$ cat src/rtl/game_judge_pkg.sv
// Shared codes and the cell-extraction helper for the tic-tac-toe judge.
`default_nettype none

package game_judge_pkg;

  localparam int BOARD_W = 18;

  localparam logic [1:0] CELL_EMPTY   = 2'b00;
  localparam logic [1:0] CELL_X       = 2'b01;
  localparam logic [1:0] CELL_O       = 2'b10;
  localparam logic [1:0] CELL_ILLEGAL = 2'b11;

  localparam logic [1:0] RES_NONE = 2'b00;
  localparam logic [1:0] RES_XWIN = 2'b01;
  localparam logic [1:0] RES_OWIN = 2'b10;
  localparam logic [1:0] RES_DRAW = 2'b11;

  typedef enum logic [1:0] {
    ST_IDLE   = 2'd0,
    ST_SCAN   = 2'd1,
    ST_REPORT = 2'd2
  } state_t;

  function automatic logic [1:0] cell_at(input logic [BOARD_W-1:0] b, input logic [3:0] idx);
    cell_at = b[{idx, 1'b0} +: 2];
  endfunction

endpackage

`default_nettype wire

$ cat src/rtl/game_line_lut.sv
// Maps a winning-line index (rows, columns, diagonal, anti-diagonal) to its three cell indices.
`default_nettype none

module game_line_lut (
  input  logic [2:0] line,
  output logic [3:0] cell_a,
  output logic [3:0] cell_b,
  output logic [3:0] cell_c
);

  always_comb begin
    cell_a = 4'd0;
    cell_b = 4'd0;
    cell_c = 4'd0;
    case (line)
      3'd0: begin cell_a = 4'd0; cell_b = 4'd1; cell_c = 4'd2; end
      3'd1: begin cell_a = 4'd3; cell_b = 4'd4; cell_c = 4'd5; end
      3'd2: begin cell_a = 4'd6; cell_b = 4'd7; cell_c = 4'd8; end
      3'd3: begin cell_a = 4'd0; cell_b = 4'd3; cell_c = 4'd6; end
      3'd4: begin cell_a = 4'd1; cell_b = 4'd4; cell_c = 4'd7; end
      3'd5: begin cell_a = 4'd2; cell_b = 4'd5; cell_c = 4'd8; end
      3'd6: begin cell_a = 4'd0; cell_b = 4'd4; cell_c = 4'd8; end
      default: begin cell_a = 4'd2; cell_b = 4'd4; cell_c = 4'd6; end
    endcase
  end

endmodule

`default_nettype wire

$ cat src/rtl/game_judge.sv
// Sequential tic-tac-toe judge: snapshots the board and scans one winning line per clock.
// Optional GAME_JUDGE_EARLY_EXIT_EN: stop at the first win and skip double-win detection.
`default_nettype none

module game_judge
  import game_judge_pkg::*;
#(
  parameter int NUM_CELLS = 9,
  parameter int CELL_W    = 2
) (
  input  logic                        clock,
  input  logic                        reset,
  input  logic [NUM_CELLS*CELL_W-1:0] board,
  input  logic                        start,
  output logic                        busy,
  output logic                        done,
  output logic [1:0]                  result,
  output logic [2:0]                  win_line,
  output logic                        invalid
);

  state_t             state;
  logic [BOARD_W-1:0] snap;
  logic [2:0]         line;
  logic               win_found;
  logic [1:0]         winner;
  logic [2:0]         first_line;
  logic               double_win;

  logic [3:0] cell_a, cell_b, cell_c;
  logic [1:0] va, vb, vc;
  logic       line_win;
  logic       any_illegal;
  logic       any_empty;

  game_line_lut u_lut (
    .line   (line),
    .cell_a (cell_a),
    .cell_b (cell_b),
    .cell_c (cell_c)
  );

  always_comb begin
    va       = cell_at(snap, cell_a);
    vb       = cell_at(snap, cell_b);
    vc       = cell_at(snap, cell_c);
    line_win = (va == vb) && (vb == vc) && ((va == CELL_X) || (va == CELL_O));
  end

  always_comb begin
    any_illegal = 1'b0;
    any_empty   = 1'b0;
    for (int i = 0; i < NUM_CELLS; i++) begin
      if (cell_at(snap, 4'(i)) == CELL_ILLEGAL) any_illegal = 1'b1;
      if (cell_at(snap, 4'(i)) == CELL_EMPTY)   any_empty   = 1'b1;
    end
  end

  always_ff @(posedge clock or posedge reset) begin
    if (reset) begin
      state      <= ST_IDLE;
      snap       <= '0;
      line       <= 3'd0;
      win_found  <= 1'b0;
      winner     <= CELL_EMPTY;
      first_line <= 3'd0;
      double_win <= 1'b0;
      busy       <= 1'b0;
      done       <= 1'b0;
      result     <= RES_NONE;
      win_line   <= 3'd0;
      invalid    <= 1'b0;
    end else begin
      done <= 1'b0;
      case (state)
        ST_IDLE: begin
          if (start) begin
            snap       <= board;
            line       <= 3'd0;
            win_found  <= 1'b0;
            winner     <= CELL_EMPTY;
            first_line <= 3'd0;
            double_win <= 1'b0;
            busy       <= 1'b1;
            result     <= RES_NONE;
            win_line   <= 3'd0;
            invalid    <= 1'b0;
            state      <= ST_SCAN;
          end
        end
        ST_SCAN: begin
          if (line_win) begin
            if (!win_found) begin
              win_found  <= 1'b1;
              winner     <= va;
              first_line <= line;
            end
`ifndef GAME_JUDGE_EARLY_EXIT_EN
            else if (va != winner) begin
              double_win <= 1'b1;
            end
`endif
          end
          line <= line + 3'd1;
`ifdef GAME_JUDGE_EARLY_EXIT_EN
          if (line_win || line == 3'd7) state <= ST_REPORT;
`else
          if (line == 3'd7) state <= ST_REPORT;
`endif
        end
        ST_REPORT: begin
          done  <= 1'b1;
          busy  <= 1'b0;
          state <= ST_IDLE;
          // Illegal cells and double wins override any recorded winner.
          if (any_illegal || double_win) begin
            invalid  <= 1'b1;
            result   <= RES_NONE;
            win_line <= 3'd0;
          end else if (win_found) begin
            result   <= (winner == CELL_X) ? RES_XWIN : RES_OWIN;
            win_line <= first_line;
          end else if (!any_empty) begin
            result   <= RES_DRAW;
          end else begin
            result   <= RES_NONE;
          end
        end
        default: state <= ST_IDLE;
      endcase
    end
  end

endmodule

`default_nettype wire

$ cat config.mk
export PLATFORM = sky130hd
export DESIGN_NAME = game_judge
export DESIGN_NICKNAME = d
export VERILOG_FILES = /design/src/rtl/game_judge_pkg.sv /design/src/rtl/game_line_lut.sv /design/src/rtl/game_judge.sv
export SDC_FILE = /design/constraint.sdc
export NUM_CORES = 1
export LEC_CHECK = 0
export CORE_ASPECT_RATIO = 2
export CORE_MARGIN = 3
export CORE_UTILIZATION = 45
export DETAILED_ROUTE_END_ITERATION = 10
export DONT_BUFFER_PORTS = 1
export GPL_TIMING_DRIVEN = 0
export PLACE_DENSITY = 0.68
export SYNTH_ARGS = -nofsm -noshare
export SYNTH_HDL_FRONTEND = slang
export SYNTH_SLANG_ARGS = --single-unit
$ cat constraint.sdc
create_clock -name clock -period 3.1 [get_ports clock]
set_input_delay 0.62 -clock clock [delete_from_list [all_inputs] [get_ports clock]]
set_output_delay 0.62 -clock clock [all_outputs]
set_load 0.01 [all_outputs]
== After elaboration in Yosys (flattened, before gate mapping) ==
Cells that the tools add are included.

* Register bits: 38
* Latch bits: 0
* Memory bits (writable): 0
* ROM bits: 0
* Input bits: 21
* Memories kept: 0

* Add/sub/neg operators: 1
* Multipliers: 0
* Div/mod/pow operators: 0
* Magnitude comparators: 0
* Eq/ne operators: 32
* Shifts and indexed selects: 3
* Multiplexer cells: 53
* Bitwise gates (word level): 0
* Reductions and logical operators: 28

{| class="wikitable"
|+ Operator list
! operator !! count
|-
| indexed part select 18 x 6 -> 2 bit || 3
|-
| two-way mux 1 bit || 26
|-
| one-hot mux 3 bit (4 select lines) || 2
|-
| equality test 2 bit (second input constant) || 11
|-
| logical NOT 2 bit || 10
|-
| two-way mux 2 bit || 9
|-
| one-hot mux 3 bit (2 select lines) || 3
|-
| one-hot mux 4 bit (4 select lines) || 1
|-
| two-way mux 3 bit || 5
|-
| inequality test 2 bit (second input constant) || 7
|-
| equality test 3 bit (second input constant) || 4
|-
| one-hot mux 2 bit (2 select lines) || 3
|-
| AND reduction 3 bit || 3
|-
| one-hot mux 1 bit (2 select lines) || 4
|-
| AND reduction 2 bit || 4
|-
| equality test 2 x 1 -> 1 bit (second input constant) || 3
|-
| equality test 3 x 2 -> 1 bit (second input constant) || 2
|-
| OR reduction 3 bit || 2
|-
| AND reduction 5 bit || 1
|-
| equality test 2 bit || 2
|-
| AND reduction 4 bit || 1
|-
| nonzero test 2 bit || 2
|-
| adder 3 x 1 -> 3 bit (second input constant) || 1
|-
| equality test 3 x 1 -> 1 bit (second input constant) || 1
|-
| 5 further kinds || 7
|}

== Logic depth before layout (Yosys ltp) ==
* Word-level depth: 14
* Gate-level depth with buffers: 12

== Modules after synthesis ==
From an unflattened synthesis, not the netlist that was laid out.

* Cell total of the unflattened synthesis: 254
* Area total of the unflattened synthesis: 2,357.3 um^2

{| class="wikitable"
|+ By module, submodules not included
! module !! times used !! cells an instance !! area each (um^2)
|-
| game_judge || 1 || 225 || 2,160.8
|-
| game_line_lut || 1 || 29 || 196.4
|}

== Least setup slack after synthesis ==
OpenSTA, ideal clock, no wires.

* Path type: register to register
* Start: register line[0]
* End: register first_line[0]
* Arrival: 2.339 ns
* Required time: 2.978 ns
* Setup slack: 0.639 ns
* Stages on the path, launching flop included: 11
* Period minus slack after synthesis: 2.461 ns
* Path through: dfrtp_1 buf_4 inv_1 ha_1 buf_2 a22o_1 o21ai_0 a31oi_2 nor4bb_4 o32ai_4 a32o_1

* Cells in the longest elaborated chain, start to end: 9
* Elaborated cells on any way between the ends: 27

{| class="wikitable"
|+ RTL lines
! item !! RTL line !! text
|-
| from (decl) || game_judge.sv:24 || <nowiki>logic [2:0] line;</nowiki>
|-
| from (signal assigned) || game_judge.sv:104 || <nowiki>line <= line + 3'd1;</nowiki>
|-
| equality test 3 x 2 -> 1 bit (tied with other cells) || game_line_lut.sv:15 || <nowiki>case (line)</nowiki>
|-
| OR reduction 3 bit (no source line) || -- ||
|-
| one-hot mux 3 bit (4 select lines) or one-hot mux 4 bit (4 select lines) (tied branches) || game_line_lut.sv:15 ||
|-
| indexed part select 18 x 6 -> 2 bit || game_judge_pkg.sv:25 || <nowiki>cell_at = b[{idx, 1'b0} +: 2];</nowiki>
|-
| equality test 2 bit or equality test 2 x 1 -> 1 bit (tied branches) || game_judge.sv:47 || <nowiki>line_win = (va == vb) && (vb == vc) && ((va == CELL_X) || (va == CELL_O));</nowiki>
|-
| logical AND 1 bit or logical OR 1 bit (tied branches) || game_judge.sv:47 ||
|-
| logical AND 1 bit || game_judge.sv:47 ||
|-
| inequality test 2 bit (no source line) || -- ||
|-
| AND reduction 4 bit (no source line) || -- ||
|-
| to (signal assigned) || game_judge.sv:96 || <nowiki>first_line <= line;</nowiki>
|-
| to (decl) || game_judge.sv:27 || <nowiki>logic [2:0] first_line;</nowiki>
|}

Parallel ways exist; a longest one is shown, timed or not. The select of a mux whose other input is x is not followed.
A chain may end at the register's enable or synchronous reset.

== Worst setup path after layout ==
* Start: register line[0]
* End: register first_line[1]

* Cells in the longest elaborated chain, start to end: 9
* Elaborated cells on any way between the ends: 24

{| class="wikitable"
|+ RTL lines
! item !! RTL line
|-
| equality test 3 x 2 -> 1 bit (tied with other cells) || game_line_lut.sv:15
|-
| OR reduction 3 bit (no source line) || --
|-
| one-hot mux 3 bit (4 select lines) or one-hot mux 4 bit (4 select lines) (tied branches) || game_line_lut.sv:15
|-
| indexed part select 18 x 6 -> 2 bit || game_judge_pkg.sv:25
|-
| equality test 2 bit or equality test 2 x 1 -> 1 bit (tied branches) || game_judge.sv:47
|-
| logical AND 1 bit or logical OR 1 bit (tied branches) || game_judge.sv:47
|-
| logical AND 1 bit (*) || game_judge.sv:47
|-
| inequality test 2 bit (no source line) (*) || --
|-
| AND reduction 4 bit (no source line) (*) || --
|}

Every way passes the cells marked *; elsewhere a longest branch is shown, timed or not.

==> PnR_summary.wiki <==
{| class="wikitable"
! Metric !! Value
|-
| Outcome || complete, no violations
|-
| Count of final max-slew check failures || 0
|-
| Clk_lat worst skew || 0.29 ns
|-
| Pre-antenna DRT Iters || 4
|-
| Gr ovfl total || 0
|-
| DR DRC count || 0
|-
| Full die area || 6170 um2
|-
| Input/output buffers || 0
|-
| Final #Nets || 298
|-
| Unrepaired setup endpoints after global routing || no
|-
| Initial antenna violation count || 0
|-
| Average detailed-routed wire length per instance || 18.4 um
|-
| Worst hold path type || in2async
|-
| Overall fraction of global-route tracks in use || 21.1%
|-
| Number of failing setup endpoints in the final timing report || 0
|-
| Critical path class || reg2reg
|-
| Final number of hold-violating endpoints || 0
|-
| Max-cap viol count || 0
|-
| RD Place Congestion || 0.923
|-
| Startpoint types || flip-flop
|-
| Clock group share of total power || 16.3%
|-
| Final HPWL from detailed placement || 4.66 mm
|-
| Area Growth Syn to Fin || 9.49%
|-
| Achievable frequency || 344 MHz
|-
| Max H-tree Level || 2
|-
| Number of flip-flops and latches in the synthesized netlist || 38
|-
| Number of enable-type register cells in the synthesized netlist || 0
|-
| Switching power total || 0.00141 W
|-
| Die span in x || 57.1 um
|-
| Clock period minus final worst setup slack || 2.91 ns
|-
| Height of the chip || 108 um
|-
| Worst-case clock buffer depth || 2
|-
| Vias in the first global route || 1975
|-
| Setup TNS || 0 ns
|-
| Crit path DAT || 3.09 ns
|-
| Part of the total power dissipated in sequential elements || 31.0%
|-
| Tightest slew margin relative to the limit || 48.2%
|-
| Synthesized instance count || 263
|-
| TritonCTS clock tree || built
|-
| Clock transition time at the flip-flop clock pins of the worst setup and hold paths || 0.07 ns
|-
| Rows || 36
|-
| Critical path capture point type || flip-flop
|-
| Buffer cell driving the clock tree root || clkbuf_8
|-
| Initial core utilization || 47.3%
|-
| Post-synth cell types || 58
|-
| N_diodes || 0
|-
| Primary flip-flop cell chosen by synthesis mapping || dfrtp_1
|-
| Num CTS Buffers || 5
|-
| Commonest cells after routing, fill and taps aside || 63 x nand2_1, 37 x dfrtp_1, 17 x nor2_1
|-
| Mean instance size in the synthesized netlist || 8.92 um2
|-
| Share of cells above drive strength 1 || 11.4%
|-
| Share of the core filled with cells in the final layout || 51.8%
|-
| Iteration-0 DRC count of the detailed router || 115
|-
| Part of the cycle the worst path needs || 93.9%
|-
| Setup Skew || 0.00666 ns
|-
| Most frequent standard cell in the layout excluding fill and tap cells || nand2_1
|-
| Drt total wl || 6.07 mm
|-
| Vias per cell || 6.12
|-
| Largest fanout on the critical path || 10
|-
| Number of synthesis warnings || 0
|-
| Remaining antenna violation count || 0
|-
| Sequential cell area fraction in the yosys report || 40.5%
|-
| Net count of the mapped netlist || 290
|-
| Total I/O pin count || 29
|-
| Cell area after synthesis || 2350 um2
|-
| Relative contribution of combinational cells to total power || 52.7%
|-
| Transition at the pin with the smallest max-transition slack || 0.776 ns
|-
| Lkg Pwr || 1.16 nW
|-
| Cell-internal power || 0.00176 W
|-
| Maximum vdd ir drop || 0.000716 V
|-
| First-pass GRT wire length || 9.92 mm
|-
| Maximum number of pins on one net before global-route repair || 39
|-
| Overall via count from detail_route || 2013
|-
| CTS sink count || 38
|-
| Ratio of total power to cell area || 1230 nW/um2
|-
| Core area || 4950 um2
|-
| Worst path required time || 3.28 ns
|-
| Async set-or-reset flop fraction in the synthesized netlist || 100%
|-
| Net Sw Frac || 44.4%
|}
critical path, cell delays in order, from the launching register on:
cell and delay (ns):
dfrtp_2 0.45, buf_4 0.19, inv_1 0.12, ha_1 0.31, buf_2 0.28, nand2_1 0.08, a21o_1 0.18, a21oi_1 0.34
nand3_1 0.12, and4bb_4 0.40, o32ai_4 0.10, a32o_1 0.23
layout make-up:
class	instances	area, um2
sequential	38	952
clock inverter	2	60.1
tap	57	71.3
buffer	15	81.3
timing repair buffer	1	7.51
inverter	7	26.3
fill	489	2390
multi-input combinational	203	1290
clock buffer	6	82.6
state kept, by name, indices dropped and copies added (netlist names):
signal,count
winner,2
win_line,3
state,2
busy,1
win_found,1
result,2
invalid,1
first_line,3
double_win,1
done,1
line,3
snap,18
power by group through the flow:
stage	Combinational [W]	Clock (W)	Sequential [W]
6_report	0.00167	0.000516	0.000983
3_5_place_dp	0.00166	0	0.000979
3_3_place_gp	0.00162	0	0.000977
2_1_floorplan	0.00134	0	0.000882
4_1_cts	0.00166	0.000526	0.000974
5_1_grt	0.00184	0.000546	0.00101
stage by stage:
stage	hold WS, ns	cell area, um2	total power [W]	cells	setup slack, ns
2_1_floorplan	0.466	2350	0.00222	263	0.639
3_3_place_gp	0.493	2420	0.00260	320	0.247
3_5_place_dp	0.499	2420	0.00264	320	0.223
4_1_cts	0.427	2560	0.00316	328	0.213
5_1_grt	0.389	2570	0.00339	329	0.0543
6_report	0.342	2570	0.00317	329	0.189
worst paths after layout:
path / startpoint / end / slack, ns / depth (start not counted)
max: line[0] / first_line[1] / 0.19 / 11
min reg2reg: double_win / double_win / 0.51 / 1
min in group clock: board[1] / snap[1] / 0.43 / 2
max reg2reg: line[0] / first_line[1] / 0.19 / 11
max in group asynchronous: reset / line[0] / 2.21 / 1
min: reset / snap[7] / 0.34 / 1
timing repair:
item | in CTS | in global routing
setup endpoints to repair | 0 | 3
hold endpoints to repair | 0 | 0
buffers inserted | 0 | 1
resized for setup | 0 | 1
hold buffers | 0 | 0
layer usage:
layer / vias to the layer above / wire length (um) / global-route usage (%)
met1: 980 / 2190 / 22.2
li1: 950 / - / -
met3: 24 / 253 / 3.46
met4: 0 / 327 / 13.4
met5: - / 0 / 0
met2: 59 / 3290 / 37.7
cell usage after synthesis (all sizes together) (3+ instances only):
cell type | number | share of area [%]
dfrtp | 38 | 41
nand2 | 63 | 10
nand3 | 7 | 1.5
nor3 | 4 | 1.1
o21ai | 12 | 2.6
buf | 10 | 2.7
a32o | 5 | 2.1
nand2b | 8 | 2.1
a22o | 9 | 3.4
inv | 7 | 1.1
nor2b | 8 | 2.1
clkbuf | 5 | 0.80
o22ai | 5 | 1.3
mux2i | 4 | 1.7
and2 | 3 | 0.80
ha | 6 | 3.2
nor2 | 17 | 2.7
a21oi | 12 | 2.7
logic make-up after synthesis:
kind of cell / synth area share, %
xor+xnor: 0.747
mux: 2.19
fa+ha+maj: 3.20
flops: 40.5
simple gates: 26.5
buf+inv: 4.59
compound gates: 22.3
(Power assumes the default switching activity.)
